## src/rtl/sauria_eoc_pkg.sv

```systemverilog
// Shared definitions for the SAURIA end-of-computation mailbox:
// register byte offsets, run-state encoding and the default watchdog exit code.
package sauria_eoc_pkg;

   localparam logic [4:0] OFF_EOC      = 5'h00;
   localparam logic [4:0] OFF_STATUS   = 5'h04;
   localparam logic [4:0] OFF_TIMEOUT  = 5'h08;
   localparam logic [4:0] OFF_CYCLE_LO = 5'h0C;
   localparam logic [4:0] OFF_CYCLE_HI = 5'h10;
   localparam logic [4:0] OFF_DONE_CNT = 5'h14;

   localparam logic [31:0] DEFAULT_TIMEOUT_CODE = 32'hFFFF_FFFF;

   typedef enum logic [1:0] {
      ST_RUN     = 2'd0,
      ST_DONE    = 2'd1,
      ST_TIMEOUT = 2'd2
   } eoc_state_e;

endpackage

```

## src/rtl/sauria_eoc_mailbox.sv

```systemverilog
// End-of-computation mailbox: software exit code, run-cycle counter,
// SAURIA done-pulse counter and a watchdog that forces a timeout exit code.
//
//   state      | meaning
//   -----------+----------------------------------------------------------
//   ST_RUN     | computation running, cycle counter advancing, watchdog armed
//   ST_DONE    | software wrote its exit code; counter frozen; terminal
//   ST_TIMEOUT | watchdog expired; exit code forced; counter frozen; terminal
module sauria_eoc_mailbox
   import sauria_eoc_pkg::*;
#(
   parameter int unsigned AddrWidth   = 32,
   parameter logic [31:0] TimeoutRst  = 32'd0,
   parameter logic [31:0] TimeoutCode = DEFAULT_TIMEOUT_CODE
) (
   input  logic                 clk_i,
   input  logic                 rst_ni,

   input  logic                 reg_valid_i,
   input  logic                 reg_write_i,
   input  logic [AddrWidth-1:0] reg_addr_i,
   input  logic [31:0]          reg_wdata_i,
   input  logic [3:0]           reg_wstrb_i,
   output logic                 reg_ready_o,
   output logic [31:0]          reg_rdata_o,
   output logic                 reg_error_o,

   input  logic                 sauria_done_i,

   output logic                 eoc_o,
   output logic [31:0]          exit_code_o,
   output logic                 timeout_o
);

   eoc_state_e  state_q, state_d;
   logic [63:0] cycle_q, cycle_d;
   logic [31:0] cycle_hi_shadow_q, cycle_hi_shadow_d;
   logic [31:0] timeout_q, timeout_d;
   logic [31:0] done_cnt_q, done_cnt_d;
   logic [31:0] exit_code_q, exit_code_d;
   logic        eoc_q, eoc_d;
   logic        timeout_fired_q, timeout_fired_d;
   logic        ready_q, ready_d;
   logic [31:0] rdata_q, rdata_d;
   logic        error_q, error_d;

   logic [4:0]  reg_offset;
   logic        accept;
   logic        eoc_write;
   logic        wdog_expire;
   logic        addr_unused;

   // Only addr[4:2] selects a register; the remaining address bits are ignored.
   assign reg_offset  = {reg_addr_i[4:2], 2'b00};
   assign addr_unused = ^{reg_addr_i[AddrWidth-1:5], reg_addr_i[1:0]};

   // Counter value is compared against TIMEOUT-1 so expiry lands on the TIMEOUT-th cycle.
   assign wdog_expire = (state_q == ST_RUN) && (timeout_q != 32'd0) &&
                        (cycle_q == {32'd0, timeout_q - 32'd1});

   assign done_cnt_d = (sauria_done_i && (done_cnt_q != 32'hFFFF_FFFF)) ?
                       done_cnt_q + 32'd1 : done_cnt_q;

   always_comb begin
      ready_d           = 1'b0;
      rdata_d           = 32'd0;
      error_d           = 1'b0;
      timeout_d         = timeout_q;
      cycle_hi_shadow_d = cycle_hi_shadow_q;
      eoc_write         = 1'b0;
      accept            = reg_valid_i && !ready_q;

      if (accept) begin
         ready_d = 1'b1;
         case (reg_offset)
            OFF_EOC: begin
               if (reg_write_i) begin
                  if (reg_wstrb_i != 4'hF) begin
                     error_d = 1'b1;
                  end else begin
                     eoc_write = reg_wdata_i[0] && (state_q == ST_RUN);
                  end
               end else begin
                  rdata_d = {exit_code_q[30:0], eoc_q};
               end
            end
            OFF_STATUS: begin
               if (reg_write_i) begin
                  error_d = 1'b1;
               end else begin
                  rdata_d = {29'd0, timeout_fired_q, state_q == ST_DONE, state_q == ST_RUN};
               end
            end
            OFF_TIMEOUT: begin
               if (reg_write_i) begin
                  for (int b = 0; b < 4; b++) begin
                     if (reg_wstrb_i[b]) begin
                        timeout_d[8*b +: 8] = reg_wdata_i[8*b +: 8];
                     end
                  end
               end else begin
                  rdata_d = timeout_q;
               end
            end
            OFF_CYCLE_LO: begin
               if (reg_write_i) begin
                  error_d = 1'b1;
               end else begin
                  rdata_d           = cycle_q[31:0];
                  cycle_hi_shadow_d = cycle_q[63:32];
               end
            end
            OFF_CYCLE_HI: begin
               if (reg_write_i) begin
                  error_d = 1'b1;
               end else begin
                  rdata_d = cycle_hi_shadow_q;
               end
            end
            OFF_DONE_CNT: begin
               if (reg_write_i) begin
                  error_d = 1'b1;
               end else begin
                  rdata_d = done_cnt_q;
               end
            end
            default: begin
               error_d = 1'b1;
            end
         endcase
      end
   end

   // A software EOC write takes priority over a watchdog expiry in the same cycle.
   always_comb begin
      state_d         = state_q;
      exit_code_d     = exit_code_q;
      timeout_fired_d = timeout_fired_q;
      cycle_d         = cycle_q;

      case (state_q)
         ST_RUN: begin
            if (eoc_write) begin
               state_d     = ST_DONE;
               exit_code_d = {1'b0, reg_wdata_i[31:1]};
            end else if (wdog_expire) begin
               state_d         = ST_TIMEOUT;
               exit_code_d     = TimeoutCode;
               timeout_fired_d = 1'b1;
            end else begin
               cycle_d = cycle_q + 64'd1;
            end
         end
         default: begin
         end
      endcase

      eoc_d = (state_d != ST_RUN);
   end

   always_ff @(posedge clk_i or negedge rst_ni) begin
      if (!rst_ni) begin
         state_q           <= ST_RUN;
         cycle_q           <= 64'd0;
         cycle_hi_shadow_q <= 32'd0;
         timeout_q         <= TimeoutRst;
         done_cnt_q        <= 32'd0;
         exit_code_q       <= 32'd0;
         eoc_q             <= 1'b0;
         timeout_fired_q   <= 1'b0;
         ready_q           <= 1'b0;
         rdata_q           <= 32'd0;
         error_q           <= 1'b0;
      end else begin
         state_q           <= state_d;
         cycle_q           <= cycle_d;
         cycle_hi_shadow_q <= cycle_hi_shadow_d;
         timeout_q         <= timeout_d;
         done_cnt_q        <= done_cnt_d;
         exit_code_q       <= exit_code_d;
         eoc_q             <= eoc_d;
         timeout_fired_q   <= timeout_fired_d;
         ready_q           <= ready_d;
         rdata_q           <= rdata_d;
         error_q           <= error_d;
      end
   end

   assign reg_ready_o = ready_q;
   assign reg_rdata_o = rdata_q;
   assign reg_error_o = error_q;
   assign eoc_o       = eoc_q;
   assign exit_code_o = exit_code_q;
   assign timeout_o   = timeout_fired_q;

endmodule

```

## config.mk

```make
export PLATFORM = sky130hd
export DESIGN_NAME = sauria_eoc_mailbox
export DESIGN_NICKNAME = d
export VERILOG_FILES = /design/src/rtl/sauria_eoc_pkg.sv /design/src/rtl/sauria_eoc_mailbox.sv
export SDC_FILE = /design/constraint.sdc
export NUM_CORES = 1
export LEC_CHECK = 0
export ABC_AREA = 1
export BUFFER_PORTS_ARGS = -buffer_cell sky130_fd_sc_hd__buf_4
export CAP_MARGIN = 20
export CORE_MARGIN = 4
export CORE_UTILIZATION = 55
export DETAILED_ROUTE_END_ITERATION = 8
export PLACE_DENSITY = 0.75
export SLEW_MARGIN = 20
export SYNTH_ARGS = -nofsm -noshare
export SYNTH_HDL_FRONTEND = slang
export SYNTH_SLANG_ARGS = --single-unit
```

## constraint.sdc

```tcl
create_clock -name clk_i -period 5.8 [get_ports clk_i]
set_input_delay 0.29 -clock clk_i [delete_from_list [all_inputs] [get_ports clk_i]]
set_output_delay 0.29 -clock clk_i [all_outputs]
set_load 0.02 [all_outputs]
```

==> Flow_metrics.wiki <==
{| class="wikitable"
! Metric !! Value
|-
| Top cell type by total area after synthesis || sky130_fd_sc_hd__dfrtp_1
|-
| Worst hold endpoint || timeout_q[28]
|-
| Worst vdd ir || roughly 0.24 mV
|-
| Post-synthesis to final-layout area growth || 14.43%
|-
| Final ANT Viol Nets || 0
|-
| Sequential share of the synthesized area || 0.4229
|-
| Most numerous cell on the critical path || sky130_fd_sc_hd__nand2_1
|-
| Vias in the first global route || between 10,000 and 15,000
|-
| Layout cell share with drive strength beyond 1 || 0.1141
|-
| Diode insertion count for antenna repair || 0
|-
| Setup clock skew after layout || between 20 and 25 ps
|-
| Number of buffers between clock root and the deepest sink || 3
|-
| Max Clock Freq || ~280 MHz
|-
| Number of nets produced by synthesis || between 1,500 and 2,000
|-
| Number of synthesized flops with an enable pin || 0
|-
| Longest individual stage delay on the worst path || between 400 and 500 ps
|-
| Count of fill cells added during filler insertion || 2,201
|-
| DR vias/cell || between 5 and 6
|-
| Final period util || 0.6161
|-
| Final critical path time including I/O delays and setup || 3573 ps
|-
| TritonCTS clock tree || done
|-
| Maximum number of pins on one net before global-route repair || between 150 and 200
|-
| Clock Pin Slew Worst Setup and Hold Paths || approximately 70 ps
|-
| Global-route wire length before repair || ~76,000 µm
|-
| Starting DRC count in detailed routing || roughly 1,800
|-
| Area of the multi-input gates || 0.006838 mm²
|-
| Clock tree root driver cell || sky130_fd_sc_hd__clkbuf_16
|-
| Sequence of cells on the critical path || inv_1 -> ha_1 -> nand2_1 -> nor2_1 -> nand2_1 -> nor2_2 -> nand2_1 -> nand2_1 -> nand2_1 -> nand2_1 -> nand2_1 -> nor2_1 -> nand2_1 -> nor2_1 -> nand2_4 -> nand3_2 -> buf_4 -> nand2_1 -> nand2_1
|-
| Synthesized area per cell || 7.349 µm²
|-
| Met3 capacity usage during global routing || 0.05113
|-
| Endpoints failing setup || 0
|-
| Hold violation count in the final report || 0
|-
| Origin of the worst min-delay path || reg_wdata_i[28]
|-
| Half-perimeter wire length after placement || 38,100 µm
|-
| Post-detailed-routing wire length || between 50,000 and 60,000 µm
|-
| Die width || between 150 and 200 µm
|-
| Post-CTS setup buffers || 0
|-
| Boundary Pins || around 140
|-
| Die outline area || 0.02733 mm²
|-
| Share of the core filled with cells in the final layout || 0.6404
|-
| Cell area reported after detailed placement || 0.01465 mm²
|-
| First-pass iteration count of the detailed router || 6
|-
| Chip Height || between 150 and 200 µm
|-
| Share of flip-flops with an asynchronous set or reset after synthesis || 1.000
|-
| Number of buffers added to fix hold violations after cts || 14
|-
| Detailed-route wire length per cell || roughly 22 µm
|-
| Status || complete, no violations
|-
| Layer with the highest usage || met2
|-
| Yosys cell types || 37
|-
| Data arrival time of the critical path || between 4000 and 5000 ps
|-
| Depth of the worst register-to-register path || 19
|-
| Final RePlAce weighted congestion || between 1 and 1.5
|-
| Drc violations || 0
|-
| Total of flip-flops plus latches after synthesis || between 200 and 250
|-
| Via Count || between 10,000 and 15,000
|-
| Path category of the worst min-delay check || primary input to flop
|-
| Final design area excluding fillers || 0.01557 mm²
|-
| Kind of capture point of the worst setup path || flop
|-
| Crit path kind || flop to flop
|-
| Met1 layer usage reported by global route || 0.4987
|-
| RSZ-0062 raised after global routing || false
|-
| Number of standard cells after synthesis || about 1,900
|-
| Max-slew headroom at the worst pin || 0.2606
|-
| Reg-to-reg endpoint || cycle_q[3]
|-
| Area taken by flip-flops and latches || about 0.0058 mm²
|-
| CTS resizes || 0
|-
| Num Clock Sinks || between 200 and 250
|-
| Row cnt || 57
|-
| Transition time of the tightest slew-check pin || roughly 1100 ps
|-
| Clock latency at the later pin of the worst-skew pair || roughly 540 ps
|-
| Cell depth of the worst min-delay path || 3
|-
| Net count, final || about 2,000
|-
| Cell with the largest stage delay on the worst path || sky130_fd_sc_hd__dfrtp_1
|-
| Floorplan Core Area || ~0.024 mm²
|-
| Summed negative setup slack over all endpoints || 0 ps
|-
| Required arrival time at the worst endpoint || roughly 6300 ps
|-
| Met2 usage || 0.5859
|-
| Portion of synthesized cell area occupied by the leading cell type || 0.4229
|-
| Total routing usage reported by global routing || 0.3703
|-
| Effective utilization at floorplan || 0.5597
|-
| Total overflow reported by the global router || 0
|-
| Total clock buffers created by CTS || 25
|-
| Top cells by area in the synthesized netlist || sky130_fd_sc_hd__dfrtp_1 42%, sky130_fd_sc_hd__nand2_1 15%, sky130_fd_sc_hd__xor2_1 6.2%
|-
| Buffers on Ports || approximately 110
|-
| Total power density per cell area || 248.6 mW/mm²
|-
| Number of H-tree levels || 1
|-
| Leakage power figure || between 7 and 8 nW
|-
| Total power || approximately 3.9 mW
|-
| Setup crit start kind || flop
|-
| Highest fanout seen on the critical path || 38
|-
| Netlist Area Pre-Place || 0.01361 mm²
|-
| Worst flop-to-flop path startpoint || timeout_q[1]
|-
| Antenna violations before repair || 0
|-
| Register-to-register setup slack || 2230 ps
|-
| Max-cap violation count || 0
|-
| Synth Warn # || 0
|-
| Dominant register cell in the synthesized netlist || sky130_fd_sc_hd__dfrtp_1
|-
| Hold slack || between 6 and 7 ps
|-
| Max Transition Viols Final || 0
|}
[registers in the layout, summed over array words and instances, names as in the netlist]
signal,cells
reg_rdata_o,32
exit_code_o,32
state_q,2
eoc_o,1
timeout_o,1
reg_error_o,1
timeout_q,32
reg_ready_o,1
done_cnt_q,32
cycle_q,64
cycle_hi_shadow_q,32
[placed cells by master, fill, tap and decap left out, drive strengths merged, types with 3 or more instances in the layout]
cell           n
nand2        559
dfrtp        230
nor2         207
inv          183
buf          126
xor2          97
o21ai         90
nand4         85
nand3         71
nor3          53
clkbuf        35
nand3b        34
or2           33
xnor2         26
a221oi        25
a21oi         23
nor4          15
o22ai         14
dlygate4sd3   14
a211oi         7
mux2           6
clkinv         5
o211ai         3
ha             3
[where the power goes]
group	internal, mW	switching [mW]	leakage [nW]
clock network	0.908	0.668	0.380
logic	0.170	0.322	3.75
registers	1.69	0.112	2.91
total	2.77	1.10	7.04
[cell type report]
type / count / area share
sequential: 230 / 0.3695
clock buffer: 35 / 0.04386
clock inverter: 9 / 0.006427
tap: 324 / 0.02603
timing repair buffer: 140 / 0.07102
inverter: 183 / 0.04410
multi-input combinational: 1357 / 0.4390
[routing by layer]
| layer | up-vias | share of wire |
|---|---|---|
| li1 | 6153 | - |
| met1 | 6521 | 0.40 |
| met2 | 719 | 0.45 |
| met3 | 149 | 0.087 |
| met4 | 0 | 0.063 |
| met5 | - | 0 |
[worst max-delay path: cells and delay by family, from the launching register on]
family	cells	cell delay, ps
flip-flops	1	420
buffers and inverters	2	490
AND/OR/NAND/NOR	16	2320
adder cells (fa/ha/maj)	1	230
[synthesized netlist by cell type (2+ instances only)]
cell	number
sky130_fd_sc_hd__a221oi_1	25
sky130_fd_sc_hd__nand2_2	2
sky130_fd_sc_hd__buf_6	6
sky130_fd_sc_hd__or2_2	33
sky130_fd_sc_hd__nand3b_1	34
sky130_fd_sc_hd__nor2_2	6
sky130_fd_sc_hd__o22ai_1	14
sky130_fd_sc_hd__xor2_1	97
sky130_fd_sc_hd__dfrtp_1	230
sky130_fd_sc_hd__nor3_1	52
sky130_fd_sc_hd__buf_1	9
sky130_fd_sc_hd__nand4_1	85
sky130_fd_sc_hd__o21ai_1	3
sky130_fd_sc_hd__ha_1	3
sky130_fd_sc_hd__xnor2_1	26
sky130_fd_sc_hd__inv_1	179
sky130_fd_sc_hd__nand3_1	70
sky130_fd_sc_hd__clkbuf_1	59
sky130_fd_sc_hd__nor2_1	199
sky130_fd_sc_hd__nor2_4	2
sky130_fd_sc_hd__a211oi_1	7
sky130_fd_sc_hd__inv_2	4
sky130_fd_sc_hd__nor4_1	15
sky130_fd_sc_hd__o21ai_0	87
sky130_fd_sc_hd__a21oi_1	23
sky130_fd_sc_hd__nand2_1	557
sky130_fd_sc_hd__mux2_2	6
sky130_fd_sc_hd__o211ai_1	3
sky130_fd_sc_hd__buf_2	8
[stage by stage]
stage / cells / setup slack (ps)
global placement: 2220 / 2371
finish: 2278 / 2227
global route: 2278 / 1917
CTS: 2278 / 2280
floorplan: 1852 / 3500
detailed placement: 2220 / 2325
[worst max-delay path by stage]
| stage | startpoint | to | cells past startpoint |
|---|---|---|---|
| after floorplan | timeout_q[0] | cycle_q[2] | 19 |
| after global placement | timeout_q[0] | cycle_q[0] | 19 |
| after detailed placement | timeout_q[1] | cycle_q[15] | 19 |
| after CTS | timeout_q[1] | cycle_q[15] | 19 |
| after global routing | timeout_q[1] | cycle_q[7] | 19 |
| final | timeout_q[1] | cycle_q[3] | 19 |
[logic make-up after synthesis]
| family | Yosys count | share of synthesized area |
|---|---|---|
| xor gates and xnor gates | 123 | 0.07915 |
| muxes | 6 | 0.004964 |
| and+or+nand+nor | 1060 | 0.3414 |
| AOI/OAI and AO/OA | 165 | 0.07170 |
| DFF | 230 | 0.4229 |
| adders and majority gates | 3 | 0.002758 |
| buffers and inverters | 265 | 0.07713 |
Power figures use the tool's default switching activity.
